==> config.mk <==
export PLATFORM = sky130hd
export DESIGN_NAME = cmp_mag_serial
export DESIGN_NICKNAME = d
export VERILOG_FILES = /design/src/rtl/cmp_mag_serial_pkg.sv /design/src/rtl/cmp_mag_serial_chunk.sv /design/src/rtl/cmp_mag_serial.sv
export SDC_FILE = /design/constraint.sdc
export NUM_CORES = 1
export LEC_CHECK = 0
export BUFFER_PORTS_ARGS = -buffer_cell sky130_fd_sc_hd__buf_4
export CAP_MARGIN = 15
export CELL_PAD_IN_SITES_DETAIL_PLACEMENT = 2
export CELL_PAD_IN_SITES_GLOBAL_PLACEMENT = 2
export CORE_MARGIN = 4
export CORE_UTILIZATION = 37
export CTS_CLUSTER_DIAMETER = 40
export CTS_CLUSTER_SIZE = 10
export DETAILED_ROUTE_END_ITERATION = 10
export PLACE_DENSITY = 0.74
export SYNTH_ARGS = -nofsm -noshare
export SYNTH_HDL_FRONTEND = slang
export SYNTH_HIERARCHICAL = 1
export SYNTH_SLANG_ARGS = --single-unit
==> constraint.sdc <==
create_clock -name clk -period 2.49 [get_ports clk]
set_input_delay 0.498 -clock clk [delete_from_list [all_inputs] [get_ports clk]]
set_output_delay 0.498 -clock clk [all_outputs]
set_load 0.05 [all_outputs]
==> src/rtl/cmp_mag_serial_pkg.sv <==
// ----------------------------------------------------------------------------
// cmp_mag_serial_pkg
//   Shared definitions for the serial magnitude comparator:
//     - FSM state encodings (S_IDLE, S_RUN)
//     - result flag bundle {eq, gt, lt}
//     - idx_width(): index counter width, never less than one bit
//     - make_flags(): one-hot result from "any chunk differed" and "A won"
// ----------------------------------------------------------------------------
package cmp_mag_serial_pkg;

  localparam logic [0:0] S_IDLE = 1'b0;
  localparam logic [0:0] S_RUN  = 1'b1;

  typedef struct packed {
    logic eq;
    logic gt;
    logic lt;
  } cmp_flags_t;

  localparam cmp_flags_t FLAGS_CLEAR = '{eq: 1'b0, gt: 1'b0, lt: 1'b0};

  // Ceiling log2 with a floor of one bit, so a single-chunk comparator still
  // has a legal (constant zero) index register.
  function automatic int idx_width(input int n);
    int w;
    w = 0;
    while ((1 << w) < n) begin
      w = w + 1;
    end
    return (w < 1) ? 1 : w;
  endfunction

  // Exactly one flag is set for any completed compare.
  function automatic cmp_flags_t make_flags(input logic any_diff, input logic a_greater);
    cmp_flags_t f;
    f.eq = ~any_diff;
    f.gt = any_diff & a_greater;
    f.lt = any_diff & ~a_greater;
    return f;
  endfunction

endpackage

==> src/rtl/cmp_mag_serial_chunk.sv <==
// ----------------------------------------------------------------------------
// cmp_mag_serial_chunk
//   Combinational compare of one CHUNK-bit slice.
//   Equality is an AND chain of 1-bit equality cells; greater-than is an
//   MSB-first priority chain: bit i decides only when every bit above it
//   is equal.
// Ports:
//   x   in  CHUNK  slice of operand A
//   y   in  CHUNK  slice of operand B
//   eq  out 1      x == y
//   gt  out 1      x > y (unsigned)
// ----------------------------------------------------------------------------
module cmp_mag_serial_chunk #(
  parameter int CHUNK = 4
) (
  input  logic [CHUNK-1:0] x,
  input  logic [CHUNK-1:0] y,
  output logic             eq,
  output logic             gt
);

  logic [CHUNK-1:0] bit_eq;
  // above_eq[i+1] = all bits strictly above bit i are equal
  logic [CHUNK:0]   above_eq;
  logic [CHUNK-1:0] bit_wins;

  always_comb begin
    bit_eq   = ~(x ^ y);
    above_eq = '0;
    above_eq[CHUNK] = 1'b1;
    for (int i = CHUNK - 1; i >= 0; i--) begin
      above_eq[i] = above_eq[i+1] & bit_eq[i];
    end
    bit_wins = x & ~y & above_eq[CHUNK:1];
  end

  assign eq = above_eq[0];
  assign gt = |bit_wins;

endmodule

==> src/rtl/cmp_mag_serial.sv <==
// ----------------------------------------------------------------------------
// cmp_mag_serial
//   Multi-cycle WIDTH-bit magnitude comparator, CHUNK bits per clock, MSB
//   chunk first. Optional early exit on the first differing chunk and
//   optional two's-complement compare (MSB of both operands inverted on
//   capture, turning the signed compare into an unsigned one).
//
//   state  | meaning
//   -------+-------------------------------------------------------------
//   S_IDLE | waiting for start; done pulse (if any) is visible here
//   S_RUN  | comparing chunk idx each edge; busy=1
//
// Ports:
//   clk    in   1      rising-edge clock
//   reset  in   1      asynchronous active-high reset
//   start  in   1      request, accepted only while busy=0
//   a, b   in   WIDTH  operands, sampled on the accepting edge
//   busy   out  1      compare in progress
//   done   out  1      one-cycle pulse when eq/gt/lt update
//   eq     out  1      A == B of the last completed compare
//   gt     out  1      A >  B of the last completed compare
//   lt     out  1      A <  B of the last completed compare
// ----------------------------------------------------------------------------
module cmp_mag_serial
  import cmp_mag_serial_pkg::*;
#(
  parameter int WIDTH      = 16,
  parameter int CHUNK      = 4,
  parameter int EARLY_EXIT = 1,
  parameter int SIGNED     = 0
) (
  input  logic             clk,
  input  logic             reset,
  input  logic             start,
  input  logic [WIDTH-1:0] a,
  input  logic [WIDTH-1:0] b,
  output logic             busy,
  output logic             done,
  output logic             eq,
  output logic             gt,
  output logic             lt
);

  localparam int NCHUNK = (CHUNK > 0) ? (WIDTH / CHUNK) : 1;
  localparam int IDXW   = idx_width(NCHUNK);

  localparam logic [IDXW-1:0]  IDX_LAST = IDXW'(NCHUNK - 1);
  localparam logic [WIDTH-1:0] MSB_FLIP = (SIGNED != 0) ? (WIDTH'(1) << (WIDTH - 1)) : '0;

  if (CHUNK < 1 || CHUNK > WIDTH) begin : g_bad_chunk
    $error("cmp_mag_serial: CHUNK must be in 1..WIDTH");
  end else if ((WIDTH % CHUNK) != 0) begin : g_bad_width
    $error("cmp_mag_serial: WIDTH must be a multiple of CHUNK");
  end

  logic [0:0]       state_q;
  logic [IDXW-1:0]  idx_q;
  logic [WIDTH-1:0] a_sh_q;
  logic [WIDTH-1:0] b_sh_q;
  logic             diff_q;
  logic             gt_seen_q;
  logic             busy_q;
  logic             done_q;
  cmp_flags_t       flags_q;

  logic             c_eq;
  logic             c_gt;
  logic             first_diff;
  logic             last_chunk;
  logic             finish;
  logic             any_diff;
  logic             final_gt;

  // Operands are shifted left each RUN edge so the chunk under test is
  // always the top CHUNK bits; no variable part-select is needed.
  cmp_mag_serial_chunk #(
    .CHUNK (CHUNK)
  ) u_chunk (
    .x  (a_sh_q[WIDTH-1 -: CHUNK]),
    .y  (b_sh_q[WIDTH-1 -: CHUNK]),
    .eq (c_eq),
    .gt (c_gt)
  );

  always_comb begin
    first_diff = ~diff_q & ~c_eq;
    last_chunk = (idx_q == IDX_LAST);
    finish     = last_chunk | ((EARLY_EXIT != 0) & first_diff);
    any_diff   = diff_q | first_diff;
    // The first differing chunk decides the order; later chunks are ignored.
    final_gt   = first_diff ? c_gt : gt_seen_q;
  end

  always_ff @(posedge clk or posedge reset) begin
    if (reset) begin
      state_q   <= S_IDLE;
      idx_q     <= '0;
      a_sh_q    <= '0;
      b_sh_q    <= '0;
      diff_q    <= 1'b0;
      gt_seen_q <= 1'b0;
      busy_q    <= 1'b0;
      done_q    <= 1'b0;
      flags_q   <= FLAGS_CLEAR;
    end else begin
      case (state_q)
        S_IDLE: begin
          done_q <= 1'b0;
          if (start) begin
            a_sh_q    <= a ^ MSB_FLIP;
            b_sh_q    <= b ^ MSB_FLIP;
            idx_q     <= '0;
            diff_q    <= 1'b0;
            gt_seen_q <= 1'b0;
            busy_q    <= 1'b1;
            state_q   <= S_RUN;
          end
        end

        S_RUN: begin
          done_q <= 1'b0;
          if (first_diff) begin
            diff_q    <= 1'b1;
            gt_seen_q <= c_gt;
          end
          if (finish) begin
            busy_q  <= 1'b0;
            done_q  <= 1'b1;
            flags_q <= make_flags(any_diff, final_gt);
            state_q <= S_IDLE;
          end else begin
            idx_q  <= idx_q + 1'b1;
            a_sh_q <= a_sh_q << CHUNK;
            b_sh_q <= b_sh_q << CHUNK;
          end
        end

        default: begin
          state_q <= S_IDLE;
          busy_q  <= 1'b0;
          done_q  <= 1'b0;
        end
      endcase
    end
  end

  assign busy = busy_q;
  assign done = done_q;
  assign eq   = flags_q.eq;
  assign gt   = flags_q.gt;
  assign lt   = flags_q.lt;

endmodule

==> flow_metrics.tcl, run 1 <==
set metrics [dict create \
    netlist_instances 150 \
    placed_cell_area_mm2 0.00249 \
    io_buffer_count 39 \
    drtIter0Drc 63 \
    wl_per_cell_um 18.3 \
    setup_tns_ns 0 \
    post-route-util 0.478 \
    place.gp.congestion 0.708 \
    via_per_inst 5.00 \
    start_kind "flip-flop" \
    cts_made_buffers 5 \
    endpoint_kind "flip-flop" \
    ctsHtreeMaxLevel 2 \
    hold_ws_ns 0.114 \
    setup_slack_ns 0.403 \
    cellPowerDensity_mw_per_mm2 1480 \
    seq_area_frac_synth 0.498 \
    layout_min_cycle_time_ns 2.09 \
    antenna_found_initial 0 \
    pre_cts_slack_ns 0.292 \
    grt_pass1_vias 1596 \
    final_cells 268 \
    synth_area_per_cell_um2 14.1 \
    maxCapViolations 0 \
    final-max-slew-violation-count 0 \
    rsz0062_at_grt "no" \
    synth_area_mm2 0.00211 \
    drtAntennaViolNets 0 \
    grt_usage 0.154 \
    num-nets-final 235 \
    clock_latency_ns 0.30 \
    hold_viol_final 0 \
    grt_max_degree 27 \
    drc 0 \
    hold_buffers 0 \
    drive_gt1_frac 0.551 \
    power_mw 3.89 \
    dp_hpwl_mm 3.53 \
    first_pass_iters 4 \
    path_clk_slew_ns 0.09 \
    route.vias.total 1340 \
    num_antenna_cells 0 \
    die_area_mm2 0.00698 \
    synth.distinct_cells 26 \
    rows 27 \
    cts_resized 0 \
    vdd_drop_max_mv 0.660 \
    dp.cells 260 \
    finalCritPeriodShare 0.838 \
    die_w_um 83.5 \
    clockBufferDepth 2 \
    synth_fp_nets 190 \
    reg2reg_depth 7 \
    area_delta_synth_final_pct 24.6 \
    cp.required_ns 2.67 \
    cts_tree "yes" \
    final_area_mm2 0.00263 \
    io-pin-count 40 \
    worst_pin_slew_ns 0.345 \
    grt_pass1_wl_mm 8.50 \
    cts_num_sinks 42 \
    postCtsSetupBuffers 0 \
    synth_edf_count 0 \
    yosysWarnings 6 \
    cp.arrival_ns 2.26 \
    drt_wl_total_mm 4.90 \
    max_freq_mhz 479 \
    status "complete, no violations" \
    start_util 0.383 \
    finalSetupViolCount 0 \
    crit_fanout 5 \
    clockRootBuffer "clkbuf_8" \
    grt-ovfl-total 0 \
    p_leak_nw 1.29 \
    hold_path.class "input port to async pin" \
    synthArstFlopShare 1.00 \
    skew_ns 0.00956 \
    core_area_mm2 0.00551 \
    die-height_um 83.5 \
    synth-seq-cells 42 \
    maxSlewHeadroom 0.769 \
    crit_type "flip-flop to flip-flop" \
    synth_ff_type "dfrtp_1" \
]
[cells in the mapped netlist (2+ instances only)]
cell,number,area [um2]
a22o_1,9,78.8
inv_1,8,30.0
dfrtp_1,42,1050
mux2_2,30,338
nand2_1,4,15.0
ha_1,5,62.6
buf_12,2,40.0
a21oi_1,6,30.0
a21o_1,2,15.0
mux2_4,20,300
nor2_1,4,15.0
buf_2,4,20.0
[cell families (layout without fill, tap and decap cells)]
| logic type | count (synthesis) | in the layout | synth area share |
|---|---|---|---|
| buffers and inverters | 16 | 62 | 0.0480 |
| AO/OA/AOI/OAI | 25 | 25 | 0.0943 |
| AND/OR/NAND/NOR | 12 | 12 | 0.0279 |
| flip-flops | 42 | 42 | 0.498 |
| multiplexers | 50 | 50 | 0.302 |
| adder cells (fa/ha/maj) | 5 | 5 | 0.0296 |
[worst max-delay path: stages, from the launching register on]
cell,delay [ns]
dfrtp_1,0.37
inv_1,0.05
ha_1,0.30
nand2_1,0.07
nor2_1,0.28
nor2_1,0.16
o21ai_1,0.32
mux2_2,0.39
[final timing paths]
path                                        start  slack, ns                     to
max                        b_sh_q[13]$_DFFE_PP0P_       0.40         gt$_DFFE_PP0P_
min                                         reset       0.11  b_sh_q[0]$_DFFE_PP0P_
max reg2reg                b_sh_q[13]$_DFFE_PP0P_       0.40         gt$_DFFE_PP0P_
min reg2reg                 b_sh_q[1]$_DFFE_PP0P_       0.50  b_sh_q[1]$_DFFE_PP0P_
max in group asynchronous                   reset       1.85  a_sh_q[0]$_DFFE_PP0P_
min in group clk                             b[0]       0.43  b_sh_q[0]$_DFFE_PP0P_
[final cells by class]
type	instances	area [um2]
clock buffer	6	82.6
clock inverter	2	60.1
multi-input combinational	92	958
sequential	42	1050
inverter	8	30.0
tap	72	90.1
timing repair buffer	46	358
fill	544	2880
[cell usage in the layout, fill, tap and decap left out]
cell type   n
ha_1        5
o21a_1      1
dfrtp_1    42
mux2_4     20
nand2b_1    1
a22o_1      9
mux2_2     30
buf_4      45
a21o_1      2
nor2b_2     1
o211ai_1    1
nor2_1      4
inv_1       7
o31ai_1     1
inv_2       1
nand3_1     1
clkbuf_8    6
and3b_1     1
a21oi_4     1
buf_12      1
a21oi_1     6
nand2_1     4
bufinv_16   2
o21ba_4     1
a32o_1      1
o21ai_1     2
[registers in the layout, summed over array words and instances (netlist names)]
register	count
gt_seen_q	1
state_q	1
done	1
b_sh_q	16
gt	1
diff_q	1
lt	1
a_sh_q	16
eq	1
idx_q	2
busy	1
[routing by layer]
metal | vias up | share of wire | wire (um) | global-route usage
met5 | - | 0 | 0 | 0
met3 | 5 | 0.039 | 190 | 0.0375
met4 | 0 | 0.012 | 59 | 0.0439
li1 | 624 | - | - | -
met2 | 35 | 0.54 | 2630 | 0.276
met1 | 676 | 0.41 | 2020 | 0.183
[power breakdown]
group | internal (mW) | switching, mW
logic | 1.09 | 0.888
registers | 1.03 | 0.206
clock network | 0.428 | 0.242
total | 2.55 | 1.34
(Power assumes the default switching activity.)
==> run 2: changes to the inputs <==
- ABC_AREA: unset -> 1
- CORE_UTILIZATION: 37 -> 31
- PLACE_DENSITY: 0.74 -> 0.75
- clock period: 2.49 -> 2.1 ns (I/O delays scaled with it)
==> run 2 against run 1 <==
Against the previous run:
- first-iteration DRC count fell by 33%
- via count is 51% higher
- largest power group unchanged
- sequential power is 18% higher
- combinational power rose by 9%
- non-clock buffer count down 1
==> flow_metrics.tcl, run 2 <==
set metrics [dict create \
    status "complete, no violations" \
    num-nets-final 368 \
    grt_usage 0.158 \
    place.gp.congestion 0.739 \
    synth_common_cells "159 x nand2_1, 42 x dfrtp_1, 36 x nand3_1" \
    grt_max_degree 43 \
    final-max-slew-violation-count 0 \
    clock_latency_ns 0.30 \
    synth_fp_nets 330 \
    power_mw 4.42 \
    grt-ovfl-total 0 \
    synth_area_mm2 0.00217 \
    dp_hpwl_mm 4.36 \
    cts_num_sinks 42 \
    crit_fanout 26 \
    cp.arrival_ns 2.17 \
    path_clk_slew_ns 0.08 \
    crit_type "flip-flop to flip-flop" \
    io-pin-count 40 \
    layout_common_cells "159 x nand2_1, 44 x buf_4, 42 x dfrtp_1, 36 x nand3_1, 13 x inv_1" \
    cp.required_ns 2.29 \
    via_per_inst 4.76 \
    hold_ws_ns 0.267 \
    post-route-util 0.398 \
    seq_area_mm2 0.00105 \
    synth.largest_area_cell "dfrtp_1" \
    hold_buffers 0 \
    layout_min_cycle_time_ns 1.98 \
    hold_path.class "input port to async pin" \
    use_met2 0.273 \
    p_leak_nw 1.52 \
    synth_ff_type "dfrtp_1" \
    finalSetupViolCount 0 \
    drc 0 \
    seq_area_frac_synth 0.484 \
    netlist_instances 290 \
    die_area_mm2 0.00840 \
    grt_use_met3 0.0287 \
    cellPowerDensity_mw_per_mm2 1640 \
    endpoint_kind "flip-flop" \
    area_delta_synth_final_pct 24.7 \
    yosysWarnings 6 \
    drive_gt1_frac 0.191 \
    wl_per_cell_um 14.6 \
    synthDominantCellAreaShare 0.484 \
    top_usage_layer "met2" \
    worst_pin_slew_ns 0.563 \
    hold_viol_final 0 \
    die-height_um 91.7 \
    placed_cell_area_mm2 0.00254 \
    cts_tree "yes" \
    synthArstFlopShare 1.00 \
    grt_pass1_vias 2171 \
    io_buffer_count 39 \
    core_area_mm2 0.00679 \
    grt_use_met1 0.207 \
    cts_resized 0 \
    rows 30 \
    max_freq_mhz 506 \
    vdd_drop_max_mv 0.706 \
    maxSlewHeadroom 0.625 \
    synth_area_per_cell_um2 7.48 \
    route.vias.total 2024 \
    synthTopCellsByArea "dfrtp_1 48%, nand2_1 28%, nand3_1 8.3%, ha_1 2.9%, buf_2 2.3%" \
    start_util 0.319 \
    fill_cells 820 \
    ctsHtreeMaxLevel 2 \
    maxCapViolations 0 \
    drt_wl_total_mm 6.19 \
    multi_input_area_um2 983 \
    synth_most_common_cell "nand2_1" \
    postCtsSetupBuffers 0 \
    clockRootBuffer "clkbuf_8" \
    clockBufferDepth 2 \
    synth.distinct_cells 19 \
    synth-seq-cells 42 \
    layout_commonest_cell "nand2_1" \
    drtIter0Drc 42 \
    antenna_found_initial 0 \
    die_w_um 91.7 \
    first_pass_iters 4 \
    reg_top3 "a_sh_q (16), b_sh_q (16), idx_q (2)" \
    synth_edf_count 0 \
    start_kind "flip-flop" \
    finalCritPeriodShare 0.942 \
    final_area_mm2 0.00271 \
    drtAntennaViolNets 0 \
    setup_tns_ns 0 \
    grt_pass1_wl_mm 10.8 \
    num_antenna_cells 0 \
    cts_made_buffers 5 \
    skew_ns 0.00531 \
]
## run 2: changes by cell type after synthesis, sizes merged, moves of 7 or more
cell and change:
a22o -9, nand3 +36, inv +8, nand2 +159, mux2 -50, buf +7
## run 2: per-layer routing
metal  wire, um  up-vias
met1       2750     1023
met4         60        0
li1           -      971
met3        168        6
met5          0        -
met2       3210       24
## run 2: worst max-delay path, stage by stage (launching register included)
cell	delay, ns
dfrtp_1	0.37
inv_1	0.07
ha_1	0.32
nand2_2	0.09
nor3b_4	0.24
inv_2	0.07
nand2_4	0.11
nand3_4	0.17
buf_8	0.24
nand3_1	0.09
nand2_1	0.07
## run 2: path summary, 6_finish.rpt
| check | startpoint | end | slack, ns | cells past startpoint |
|---|---|---|---|---|
| max | b_sh_q[14]$_DFFE_PP0P_ | a_sh_q[15]$_DFFE_PP0P_ | 0.12 | 10 |
| min | reset | eq$_DFFE_PP0P_ | 0.27 | 3 |
| max reg2reg | b_sh_q[14]$_DFFE_PP0P_ | a_sh_q[15]$_DFFE_PP0P_ | 0.12 | 10 |
| min reg2reg | gt$_DFFE_PP0P_ | gt$_DFFE_PP0P_ | 0.50 | 2 |
| max in group asynchronous | reset | a_sh_q[8]$_DFFE_PP0P_ | 1.45 | 3 |
| min in group clk | a[2] | a_sh_q[2]$_DFFE_PP0P_ | 0.31 | 3 |
## run 2: cells by family after synthesis
group	count (synthesis)	share of synthesized area
fa+ha+maj	5	0.0288
buf+inv	30	0.0692
compound gates	3	0.00692
flops	42	0.484
simple gates	210	0.411
## run 2: where the power goes
group          leakage [nW]  switching [mW]  internal, mW
Clock                0.0714           0.299         0.507
Sequential            0.531           0.266          1.19
Combinational         0.917            1.43         0.724
Total                  1.52            2.00          2.42
## run 2: through the flow
step,setup slack (ns),cells
after floorplan,0.467,290
after global placement,0.191,417
after detailed placement,0.0781,417
after CTS,0.0519,425
after global routing,-0.000653,425
final,0.122,425
## run 2: cell type report
type,count,share of cell area
well taps,96,0.0444
multi-input cells,218,0.364
clock buffers,6,0.0305
clock inverters,2,0.0222
inverters,16,0.0231
flip-flops and latches,42,0.389
repair buffers,45,0.128
==> run 3: changes to the inputs <==
- SETUP_SLACK_MARGIN: unset -> 0.5
==> run 3 against run 2 <==
Against the previous run:
- count of clock-buffer cells in the layout increased by 2
- clock power fell by 22%
- largest cell class is now multi-input gates
- sequential share of layout area is 4.2 points lower
- highest routed layer unchanged
==> flow_metrics.tcl, run 3 (synthesis gave the netlist of run 2 again) <==
set metrics [dict create \
    status "complete, no violations" \
    grt_use_met1 0.204 \
    rows 30 \
    r2r-start "a_sh_q[15]$_DFFE_PP0P_" \
    crit_slowest_cell "dfrtp_1" \
    crit_type "flip-flop to flip-flop" \
    reg_top3 "a_sh_q (16), b_sh_q (16), idx_q (2)" \
    grt_max_degree 43 \
    place.gp.congestion 0.733 \
    first_pass_iters 4 \
    maxSlewHeadroom 0.619 \
    grt-ovfl-total 0 \
    worst_pin_slew_ns 0.571 \
    wl_per_cell_um 16.0 \
    clockRootBuffer "clkbuf_8" \
    final-max-slew-violation-count 0 \
    route.vias.total 2078 \
    cts_tree "yes" \
    power_mw 5.21 \
    grt_usage 0.175 \
    start_util 0.319 \
    rsz0062_at_grt "yes" \
    drtIter0Drc 56 \
    endpoint_kind "flip-flop" \
    final_cells 443 \
    num_antenna_cells 0 \
    top_usage_layer "met2" \
    drtAntennaViolNets 0 \
    vdd_drop_max_mv 0.493 \
    layout_common_cells "135 x nand2_1, 54 x buf_4, 42 x dfrtp_1, 35 x nand3_1, 21 x nand2_2" \
    dp.cells 416 \
    via_per_inst 4.69 \
    max_freq_mhz 555 \
    cts_num_sinks 42 \
    antenna_found_initial 0 \
    hold_buffers 0 \
    drc 0 \
    hold_ws_ns 0.246 \
    cp.arrival_ns 2.04 \
    hold_path.class "input port to async pin" \
    die_area_mm2 0.00840 \
    clock_latency_ns 0.30 \
    path_clk_slew_ns 0.09 \
    dp_hpwl_mm 4.28 \
    grt_pass1_wl_mm 11.5 \
    cp-startpoint "a_sh_q[15]$_DFFE_PP0P_" \
    reg2reg_depth 10 \
    fill_cells 801 \
    crit_chain "ha_4, nand2_4, nor3b_4, inv_2, nand2_4, nand3_4, buf_12, nand2_8, nand2_2, nand2_2" \
    start_kind "flip-flop" \
    crit_fanout 7 \
    die_w_um 91.7 \
    pre_cts_slack_ns 0.225 \
    cts_made_buffers 5 \
    setup_slack_ns 0.298 \
    die-height_um 91.7 \
    num-nets-final 386 \
    drive_gt1_frac 0.331 \
    layout_commonest_cell "nand2_1" \
    clockBufferDepth 2 \
    grt_pass1_vias 2321 \
    skew_ns 0.00718 \
    slowest_delay_ns 0.42 \
    grt_use_met3 0.0304 \
    ctsHtreeMaxLevel 2 \
    io_buffer_count 39 \
    hold_viol_final 0 \
    layout_min_cycle_time_ns 1.80 \
    maxCapViolations 0 \
    setup_tns_ns 0 \
    finalSetupViolCount 0 \
    io-pin-count 40 \
    area_delta_synth_final_pct 39.8 \
    p_leak_nw 1.64 \
    finalCritPeriodShare 0.858 \
    use_met2 0.327 \
    cp.required_ns 2.34 \
    core_area_mm2 0.00679 \
    cellPowerDensity_mw_per_mm2 1720 \
    drt_wl_total_mm 7.07 \
]
## run 3: cell types whose count changed in the layout (fill, tap and decap cells not counted), sizes merged
cell,delta
buf,+16
bufinv,-2
clkbuf,+2
nand2,+2
## run 3: cell type report
type | count | area [um2] | area share
inverters | 16 | 62.6 | 0.0206
flip-flops and latches | 42 | 1050 | 0.347
repair buffers | 61 | 522 | 0.172
multi-input cells | 220 | 1170 | 0.385
well taps | 96 | 120 | 0.0396
clock buffers | 8 | 110 | 0.0363
## run 3: critical path, delay by kind of cell (launching register included)
family | cells | cell delay, ns
fa+ha+maj | 1 | 0.30
simple gates | 7 | 0.76
flops | 1 | 0.42
buf+inv | 2 | 0.28
## run 3: report_power, final
group,internal (mW),total [mW],leakage [nW],switching [mW]
clock,0.333,0.627,0.0575,0.295
combinational,1.28,3.15,1.05,1.88
sequential,1.19,1.43,0.531,0.236
total,2.80,5.21,1.64,2.41
## run 3: worst paths after layout
kind | slack, ns | endpoint
worst max-delay path | 0.30 | a_sh_q[13]$_DFFE_PP0P_
worst min-delay path | 0.25 | b_sh_q[3]$_DFFE_PP0P_
worst max register to register | 0.30 | a_sh_q[13]$_DFFE_PP0P_
worst min register to register | 0.48 | lt$_DFFE_PP0P_
max in group asynchronous | 1.44 | a_sh_q[11]$_DFFE_PP0P_
min in group clk | 0.31 | b_sh_q[0]$_DFFE_PP0P_
## run 3: metrics by stage
step / util / area [um2]
5_1_grt: 0.446 / 3030
2_1_floorplan: - / 2220
4_1_cts: 0.431 / 2930
6_report: 0.446 / 3030
3_5_place_dp: 0.378 / 2570
3_3_place_gp: 0.378 / 2570
## run 3: repair_timing
| item | CTS | global route |
|---|---|---|
| pin swaps | 8 | 9 |
| endpoints found under the setup margin | 39 | 42 |
| cloned | 3 | 0 |
| endpoints found under the hold margin | 0 | 0 |
| gates resized for setup | 30 | 21 |
| setup buffers | 11 | 5 |
## run 3: metal layers
metal  share of wire  vias to the layer above
met5               0                        -
met1            0.41                     1019
met4           0.020                        0
met3           0.029                       10
li1                -                     1015
met2            0.54                       34
